File: config.mk
export PLATFORM = sky130hd
export DESIGN_NAME = bgpu_tblock_dispatcher
export DESIGN_NICKNAME = d
export VERILOG_FILES = /design/src/rtl/bgpu_tblock_dispatcher.sv
export SDC_FILE = /design/constraint.sdc
export NUM_CORES = 1
export LEC_CHECK = 0
export BUFFER_PORTS_ARGS = -buffer_cell sky130_fd_sc_hd__clkbuf_2
export CAP_MARGIN = 20
export CORE_AREA = 2 2 208 190
export CTS_BUF_LIST = sky130_fd_sc_hd__clkbuf_8 sky130_fd_sc_hd__clkbuf_16
export CTS_CLUSTER_DIAMETER = 30
export DETAILED_ROUTE_END_ITERATION = 10
export DIE_AREA = 0 0 210 192
export PLACE_DENSITY = 0.49
export RECOVER_POWER = 25
export SLEW_MARGIN = 25
export SYNTH_ARGS = -nofsm -noshare
export SYNTH_HDL_FRONTEND = slang
export SYNTH_SLANG_ARGS = --single-unit
export TNS_END_PERCENT = 30
File: constraint.sdc
create_clock -name clk_i -period 4.8 [get_ports clk_i]
set_input_delay 0.48 -clock clk_i [delete_from_list [all_inputs] [get_ports clk_i]]
set_output_delay 0.48 -clock clk_i [all_outputs]
set_load 0.005 [all_outputs]
File: src/rtl/bgpu_tblock_dispatcher.sv
// Thread-block dispatch controller: host-programmed kernel launch, one dispatch
// request per thread block over valid/ready, completion counting and status.
module bgpu_tblock_dispatcher #(
   parameter int unsigned PcWidth   = 32,
   parameter int unsigned AddrWidth = 32,
   parameter int unsigned TgIdWidth = 32,
   parameter int unsigned CntWidth  = 28
) (
   input  logic                 clk_i,
   input  logic                 rst_ni,
   input  logic                 reg_req_i,
   input  logic                 reg_we_i,
   input  logic [4:0]           reg_addr_i,
   input  logic [31:0]          reg_wdata_i,
   output logic                 reg_rvalid_o,
   output logic [31:0]          reg_rdata_o,
   output logic                 disp_valid_o,
   input  logic                 disp_ready_i,
   output logic [PcWidth-1:0]   disp_pc_o,
   output logic [AddrWidth-1:0] disp_dp_addr_o,
   output logic [TgIdWidth-1:0] disp_tgroup_id_o,
   output logic [CntWidth-1:0]  disp_tblock_id_o,
   input  logic                 done_i,
   output logic                 busy_o
);

   localparam int unsigned RegW = 32;

   localparam logic [1:0] StIdle     = 2'd0;
   localparam logic [1:0] StDispatch = 2'd1;
   localparam logic [1:0] StWaitDone = 2'd2;
   localparam logic [1:0] StFinished = 2'd3;

   localparam logic [2:0] IdxPc     = 3'd0;
   localparam logic [2:0] IdxDp     = 3'd1;
   localparam logic [2:0] IdxNum    = 3'd2;
   localparam logic [2:0] IdxTgid   = 3'd3;
   localparam logic [2:0] IdxCtrl   = 3'd4;

   logic [1:0]           state_q, state_d;
   logic [PcWidth-1:0]   pc_q, pc_d;
   logic [AddrWidth-1:0] dp_q, dp_d;
   logic [CntWidth-1:0]  num_q, num_d;
   logic [TgIdWidth-1:0] tgid_q, tgid_d;
   logic                 start_pending_q, start_pending_d;
   logic [CntWidth-1:0]  disp_cnt_q, disp_cnt_d;
   logic [CntWidth-1:0]  done_cnt_q, done_cnt_d;
   logic                 disp_valid_q, disp_valid_d;
   logic                 busy_q, busy_d;
   logic [CntWidth-1:0]  tblock_id_q, tblock_id_d;
   logic                 rvalid_q, rvalid_d;
   logic [RegW-1:0]      rdata_q, rdata_d;

   logic [2:0]      reg_idx;
   logic            reg_wr, reg_rd, idle_like, finished, handshake, done_inc;
   logic [RegW-1:0] status;
   logic            addr_lsb_unused;

   assign reg_idx         = reg_addr_i[4:2];
   assign addr_lsb_unused = ^reg_addr_i[1:0];

   // Register file, host response and dispatch FSM next-state logic
   always_comb begin
      state_d         = state_q;
      pc_d            = pc_q;
      dp_d            = dp_q;
      num_d           = num_q;
      tgid_d          = tgid_q;
      start_pending_d = start_pending_q;
      disp_cnt_d      = disp_cnt_q;
      done_cnt_d      = done_cnt_q;
      rvalid_d        = reg_req_i;
      rdata_d         = '0;

      reg_wr    = reg_req_i && reg_we_i;
      reg_rd    = reg_req_i && !reg_we_i;
      idle_like = (state_q == StIdle) || (state_q == StFinished);
      finished  = (state_q == StFinished);
      handshake = disp_valid_q && disp_ready_i;
      done_inc  = done_i && busy_q && (done_cnt_q != num_q);
      status    = (RegW'(done_cnt_q) << 4) | RegW'({finished, busy_q, start_pending_q});

      if (reg_wr && idle_like) begin
         case (reg_idx)
            IdxPc:   pc_d            = PcWidth'(reg_wdata_i);
            IdxDp:   dp_d            = AddrWidth'(reg_wdata_i);
            IdxNum:  num_d           = CntWidth'(reg_wdata_i);
            IdxTgid: tgid_d          = TgIdWidth'(reg_wdata_i);
            IdxCtrl: start_pending_d = 1'b1;
            default: ;
         endcase
      end

      if (reg_rd) begin
         case (reg_idx)
            IdxPc:   rdata_d = RegW'(pc_q);
            IdxDp:   rdata_d = RegW'(dp_q);
            IdxNum:  rdata_d = RegW'(num_q);
            IdxTgid: rdata_d = RegW'(tgid_q);
            IdxCtrl: rdata_d = status;
            default: rdata_d = '0;
         endcase
      end

      done_cnt_d = done_cnt_q + CntWidth'(done_inc);

      case (state_q)
         StIdle, StFinished: begin
            if (start_pending_q) begin
               start_pending_d = 1'b0;
               disp_cnt_d      = '0;
               done_cnt_d      = '0;
               state_d         = (num_q == '0) ? StFinished : StDispatch;
            end
         end
         StDispatch: begin
            if (handshake) begin
               disp_cnt_d = disp_cnt_q + CntWidth'(1);
               // Last block: skip WAIT_DONE when every completion is already in
               if (disp_cnt_d == num_q) begin
                  state_d = (done_cnt_d == num_q) ? StFinished : StWaitDone;
               end
            end
         end
         StWaitDone: begin
            if (done_cnt_d == num_q) begin
               state_d = StFinished;
            end
         end
         default: state_d = StIdle;
      endcase

      disp_valid_d = (state_d == StDispatch);
      busy_d       = (state_d == StDispatch) || (state_d == StWaitDone);
      tblock_id_d  = disp_cnt_d;
   end

   // State and output registers, synchronous active-low reset
   always_ff @(posedge clk_i) begin
      if (!rst_ni) begin
         state_q         <= StIdle;
         pc_q            <= '0;
         dp_q            <= '0;
         num_q           <= '0;
         tgid_q          <= '0;
         start_pending_q <= 1'b0;
         disp_cnt_q      <= '0;
         done_cnt_q      <= '0;
         disp_valid_q    <= 1'b0;
         busy_q          <= 1'b0;
         tblock_id_q     <= '0;
         rvalid_q        <= 1'b0;
         rdata_q         <= '0;
      end else begin
         state_q         <= state_d;
         pc_q            <= pc_d;
         dp_q            <= dp_d;
         num_q           <= num_d;
         tgid_q          <= tgid_d;
         start_pending_q <= start_pending_d;
         disp_cnt_q      <= disp_cnt_d;
         done_cnt_q      <= done_cnt_d;
         disp_valid_q    <= disp_valid_d;
         busy_q          <= busy_d;
         tblock_id_q     <= tblock_id_d;
         rvalid_q        <= rvalid_d;
         rdata_q         <= rdata_d;
      end
   end

   assign reg_rvalid_o     = rvalid_q;
   assign reg_rdata_o      = rdata_q;
   assign disp_valid_o     = disp_valid_q;
   assign disp_pc_o        = pc_q;
   assign disp_dp_addr_o   = dp_q;
   assign disp_tgroup_id_o = tgid_q;
   assign disp_tblock_id_o = tblock_id_q;
   assign busy_o           = busy_q;

endmodule

* Word level (Yosys, flattened, before mapping)
Cells that the tools add are included.
Word-level totals: output and inout port bits 159, bits of input ports 43, word-level logic and storage cells 66, flip-flop bits (word level) 218
Operators by class: reductions and logical operators 20, muxes and demuxes 17, bitwise operators 1, equal/unequal tests 14, $add $sub $neg 2
Operator list (count):
- $pmux W32 S5 | 1
- $mux W28 | 4
- $eq A28 B28 Y1 | 2
- $pmux W28 S2 | 1
- $or A32 B3 Y32 | 1
- $add A28 B1 Y28 | 1
- $add A28 B1 Y28 const B | 1
- $logic_not A28 Y1 | 1
- $ne A28 B28 Y1 | 1
- $mux W2 | 5
- $reduce_and A2 Y1 | 5
- $eq A2 B2 Y1 const B | 3
- $eq A3 B2 Y1 const B | 2
- $logic_and A1 B1 Y1 | 6
- $pmux W2 S3 | 1
- $mux W1 | 5
- $eq A2 B1 Y1 const B | 2
- $ne A2 B2 Y1 const B | 2
- $eq A3 B1 Y1 const B | 1
- $eq A3 B3 Y1 const B | 1
- $logic_not A3 Y1 | 1
- $reduce_and A3 Y1 | 1
- $logic_not A2 Y1 | 1
- $logic_or A1 B1 Y1 | 2
- 3 further kinds | 3

* Logic depth before layout (Yosys ltp)
word-level depth 10, mapped depth 18, mapped depth without buffers 17

* Worst setup path after synthesis
OpenSTA, ideal clock, no wires.
path type flip-flop to flip-flop, from reg num_q[22], to reg busy_q, in the netlist busy_o, arrival 3985 ps, required time 4735 ps, slack 750 ps, stages on the path, launching flop included 19, period minus slack after synthesis 4050 ps, library setup time 65 ps, path buffers 1, path through dfxtp_1 -> clkbuf_1 -> xor2_1 -> and3b_1 -> nand4_1 -> nor4_1 -> a21oi_1 -> ha_1 -> ha_1 -> nand3_1 -> nor4_4 -> o2111ai_1 -> or4b_1 -> nor4_2 -> nand3_1 -> o32a_1 -> a21oi_1 -> ha_1 -> nor2b_1
On the way: cells in the longest elaborated chain, start to end 10, elaborated cells between the ends (all ways) 16, those cells by class 1 x add/sub; 5 x eq/ne; 7 x mux; 3 x reduce/logical
RTL lines:
- start: declaration | RTL line 43 | logic [CntWidth-1:0] num_q, num_d;
- start signal: assignment | RTL line 158 | num_q <= num_d;
- $ne A28 B28 Y1 | RTL line 80 | done_inc = done_i && busy_q && (done_cnt_q != num_q);
- $logic_and A1 B1 Y1 | RTL line 80
- $add A28 B1 Y28 | RTL line 105 | done_cnt_d = done_cnt_q + CntWidth'(done_inc);
- $eq A28 B28 Y1 | RTL line 121, 126
- $mux W1 | RTL line 121 | state_d = (done_cnt_d == num_q) ? StFinished : StWaitDone;
- $mux W2 | RTL line 120 | if (disp_cnt_d == num_q) begin
- $mux W2 | RTL line 117 | if (handshake) begin
- $pmux W2 S3 * | RTL line 107 | case (state_q)
- net state_d[0] | RTL line 40 | logic [1:0] state_q, state_d;
- $eq A2 B1 Y1 / $eq A2 B2 Y1 (equally long branches) | RTL line 134 | busy_d = (state_d == StDispatch) || (state_d == StWaitDone);
- $logic_or A1 B1 Y1 * | RTL line 134
- end signal: assignment | RTL line 164 | busy_q <= busy_d;
- end: declaration | RTL line 49 | logic busy_q, busy_d;
The timed path passes the listed nets; every way through them passes the cells marked *. A chain may end at the register's enable or synchronous reset.

* Final worst setup path
from reg num_q[18], to reg busy_q, in the netlist busy_o
Same word-level chain as after synthesis.

==> reports/results.ini <==
[floorplanning]
die_w_um = 210
dieArea_um2 = 40300
initial_core_util_pct = 29.7
die_h_um = 192
num_io_pins = 202
core_um2 = 38000
rows = 68

[logic_synthesis]
synth_edf_count = 0
ys_seq_area_share_pct = 38.6
avgSynthCellArea_um2 = 7.90
ys_warn_count = 0
ys.flop_type = dfxtp_1
synthCells = 1431
async_flop_share_pct = 0
synth-seq-cells = 218
synth_nets = 1481
netlist_area_um2 = 11300
yosysUniqueCellTypes = 69

[place]
dp_hpwl_um = 30200
placed_area_um2 = 12800
pre_cts_ws_ns = 0.346
io_buffers = 199
place.gp.congestion = 0.895

[timing]
fin_crit_ns = 4.45
worst_pin_slew_ns = 2.72
skew_ns = 0.0604
setup_violations = 0
fin_hold_ws_ns = 0.138
fmax_ghz = 0.225
hold_violations = 0
period_share_pct = 92.7
rsz0062_at_grt = false
fin_ws_ns = 0.350
fin_setup_tns_ns = 0
max_slew_margin_pct = -81.0
finalMaxSlewViolations = 67

[finish]
diodes = 0
stdcell_area_um2 = 15000
area.growth.synth_to_final_pct = 32.9
drive_gt1_share_pct = 19.5
nets = 1668

[hold_path]
hp-class = in2reg

[pwr]
p_leak_uw = 0.00563
irDropWorstVdd_mv = 0.357
powerDensity_nw_per_um2 = 452
totalPowerFinal_uw = 6800

[critical_path]
arrival_ns = 4.96
crit_fanout = 5
worst-setup-path-type = reg2reg
required_ns = 5.31
end_kind = flop
start_kind = flop

[drt]
drt_wl_total_um = 41600
dr.pass1.iters = 5
vias = 10900
ant_nets = 0
wl_per_cell_um = 19.3
drcViolationCount = 0
via_per_inst = 5.04
drt_iter0_markers = 591

[global_routing]
grt_max_degree = 96
gr-total-overflow = 0
grt_antenna_before_repair = 0
grt_pass1_wl_um = 63600
grt_pass1_vias = 10500
track_usage_pct = 20.4

[cts]
htreeDepth = 2
ctsHoldBuffers = 0
clk_latency_ns = 0.62
clk_pin_slew_ns = 0.05
cts_setup_buffers = 0
cts_root_buf = clkbuf_16
clock_sinks = 218
clock_path_buffers = 3
cts_tree = yes
cts_inserted_buffers = 60

[run_status]
violations = capacitance limit, slew limit
outcome = complete, but fails checks

[run]
maxCapViolations = 1

## cells by family after synthesis
logic type,share of synthesized area (%)
fa+ha+maj,0.774
simple gates,25.8
xor+xnor,7.71
buf+inv,4.70
mux,3.45
flops,38.6
compound gates,19.0
## where the power goes
part           switching, µW  total, µW  leakage (µW)  internal [µW]
Clock                   1350       4460       0.00111           3110
Sequential              37.9       1880       0.00176           1840
Combinational            301        455       0.00277            154
Total                   1690       6800       0.00563           5110
## final timing paths
path / from / endpoint / slack, ns / cells after the start
worst max register to register: num_q[18] / busy_o / 0.35 / 17
worst min-delay path: reg_wdata_i[31] / disp_tgroup_id_o[31] / 0.14 / 3
worst max-delay path: num_q[18] / busy_o / 0.35 / 17
worst min register to register: disp_dp_addr_o[7] / disp_dp_addr_o[7] / 0.48 / 2
## cell type report
class                           instances  area, µm²
Inverter                               13       48.8
Clock inverter                         51        744
Timing Repair Buffer                  244       1260
Tap cell                              490        613
Multi-Input combinational cell       1081       6460
Sequential cell                       218       4370
Fill cell                            3953      23000
Clock buffer                           63       1540
## metal layers
layer	wire [µm]	share of wire, %	global-route usage [%]
met1	20500	49	29.2
met4	958	2.3	6.22
met3	2870	6.9	5.85
met2	17300	42	29.3
met5	0	0	0
## layout by cell type (no fill, tap or decap), types with 5 or more instances in the layout
| cell type | count |
|---|---|
| clkbuf_16 | 60 |
| or4_1 | 6 |
| a22oi_1 | 33 |
| a21oi_1 | 92 |
| nand2b_1 | 8 |
| clkbuf_1 | 60 |
| ha_1 | 7 |
| and4_1 | 10 |
| nor3_1 | 35 |
| bufinv_16 | 14 |
| o21ai_0 | 26 |
| nand4_1 | 25 |
| clkinvlp_4 | 7 |
| nand3_1 | 31 |
| buf_4 | 45 |
| nor2_1 | 80 |
| clkinv_2 | 7 |
| a21boi_0 | 129 |
| inv_6 | 10 |
| inv_1 | 15 |
| and2_1 | 10 |
| xor2_1 | 38 |
| nor2b_1 | 28 |
| mux2i_1 | 30 |
| dfxtp_1 | 217 |
| or3_1 | 5 |
| clkinv_4 | 8 |
| clkbuf_2 | 138 |
| xnor2_1 | 58 |
| nand2_1 | 318 |
| and3_1 | 19 |
| nor4_1 | 15 |
| a211oi_1 | 5 |
## worst max-delay path, stage by stage (launching register included)
cell       delay (ns)
dfxtp_1          0.52
xor2_1           0.17
nor4_1           0.24
nand4_1          0.17
nor4_1           0.33
a21oi_1          0.11
ha_1             0.22
ha_1             0.30
xor2_1           0.15
nor2_1           0.12
o2111ai_1        0.12
or4b_1           0.58
nor4_4           0.31
nand3_1          0.13
o32a_1           0.36
a21oi_1          0.18
ha_1             0.25
nor2b_1          0.10
## flip-flops by register name, indices dropped and copies added, names as in the netlist
name and flops:
busy_o 1, disp_dp_addr_o 32, disp_pc_o 32, disp_tblock_id_o 28, disp_tgroup_id_o 32, disp_valid_o 1, done_cnt_q 28, num_q 28
reg_rdata_o 32, reg_rvalid_o 1, start_pending_q 1, state_q 2
## what timing repair did
action / 4_1_cts / 5_1_grt
hold endpoints to repair: 0 / 0
endpoints found under the setup margin: 0 / 1
gates resized for setup: 0 / 3
## metrics by stage
stage,std cells,util [%]
global route,2160,39.5
detailed placement,2046,33.7
global placement,2046,33.7
finish,2160,39.5
floorplan,1431,-
CTS,2160,39.7
## Yosys cell counts (9+ instances only)
| master | instances | area (µm²) |
|---|---|---|
| nand2_1 | 319 | 1200 |
| dfxtp_1 | 218 | 4360 |
| a21boi_0 | 129 | 968 |
| clkbuf_1 | 97 | 364 |
| a21oi_1 | 93 | 465 |
| nor2_1 | 80 | 300 |
| xnor2_1 | 59 | 517 |
| nor3_1 | 39 | 195 |
| xor2_1 | 38 | 333 |
| a22oi_1 | 33 | 248 |
| nand3_1 | 31 | 155 |
| mux2i_1 | 30 | 300 |
| nor2b_1 | 28 | 175 |
| o21ai_0 | 26 | 130 |
| nand4_1 | 25 | 156 |
| and3_1 | 19 | 119 |
| nor4_1 | 16 | 100 |
| inv_1 | 13 | 48.8 |
| buf_2 | 12 | 60.1 |
| and4_1 | 10 | 87.6 |
| and2_1 | 9 | 56.3 |
(Power assumes the default switching activity.)
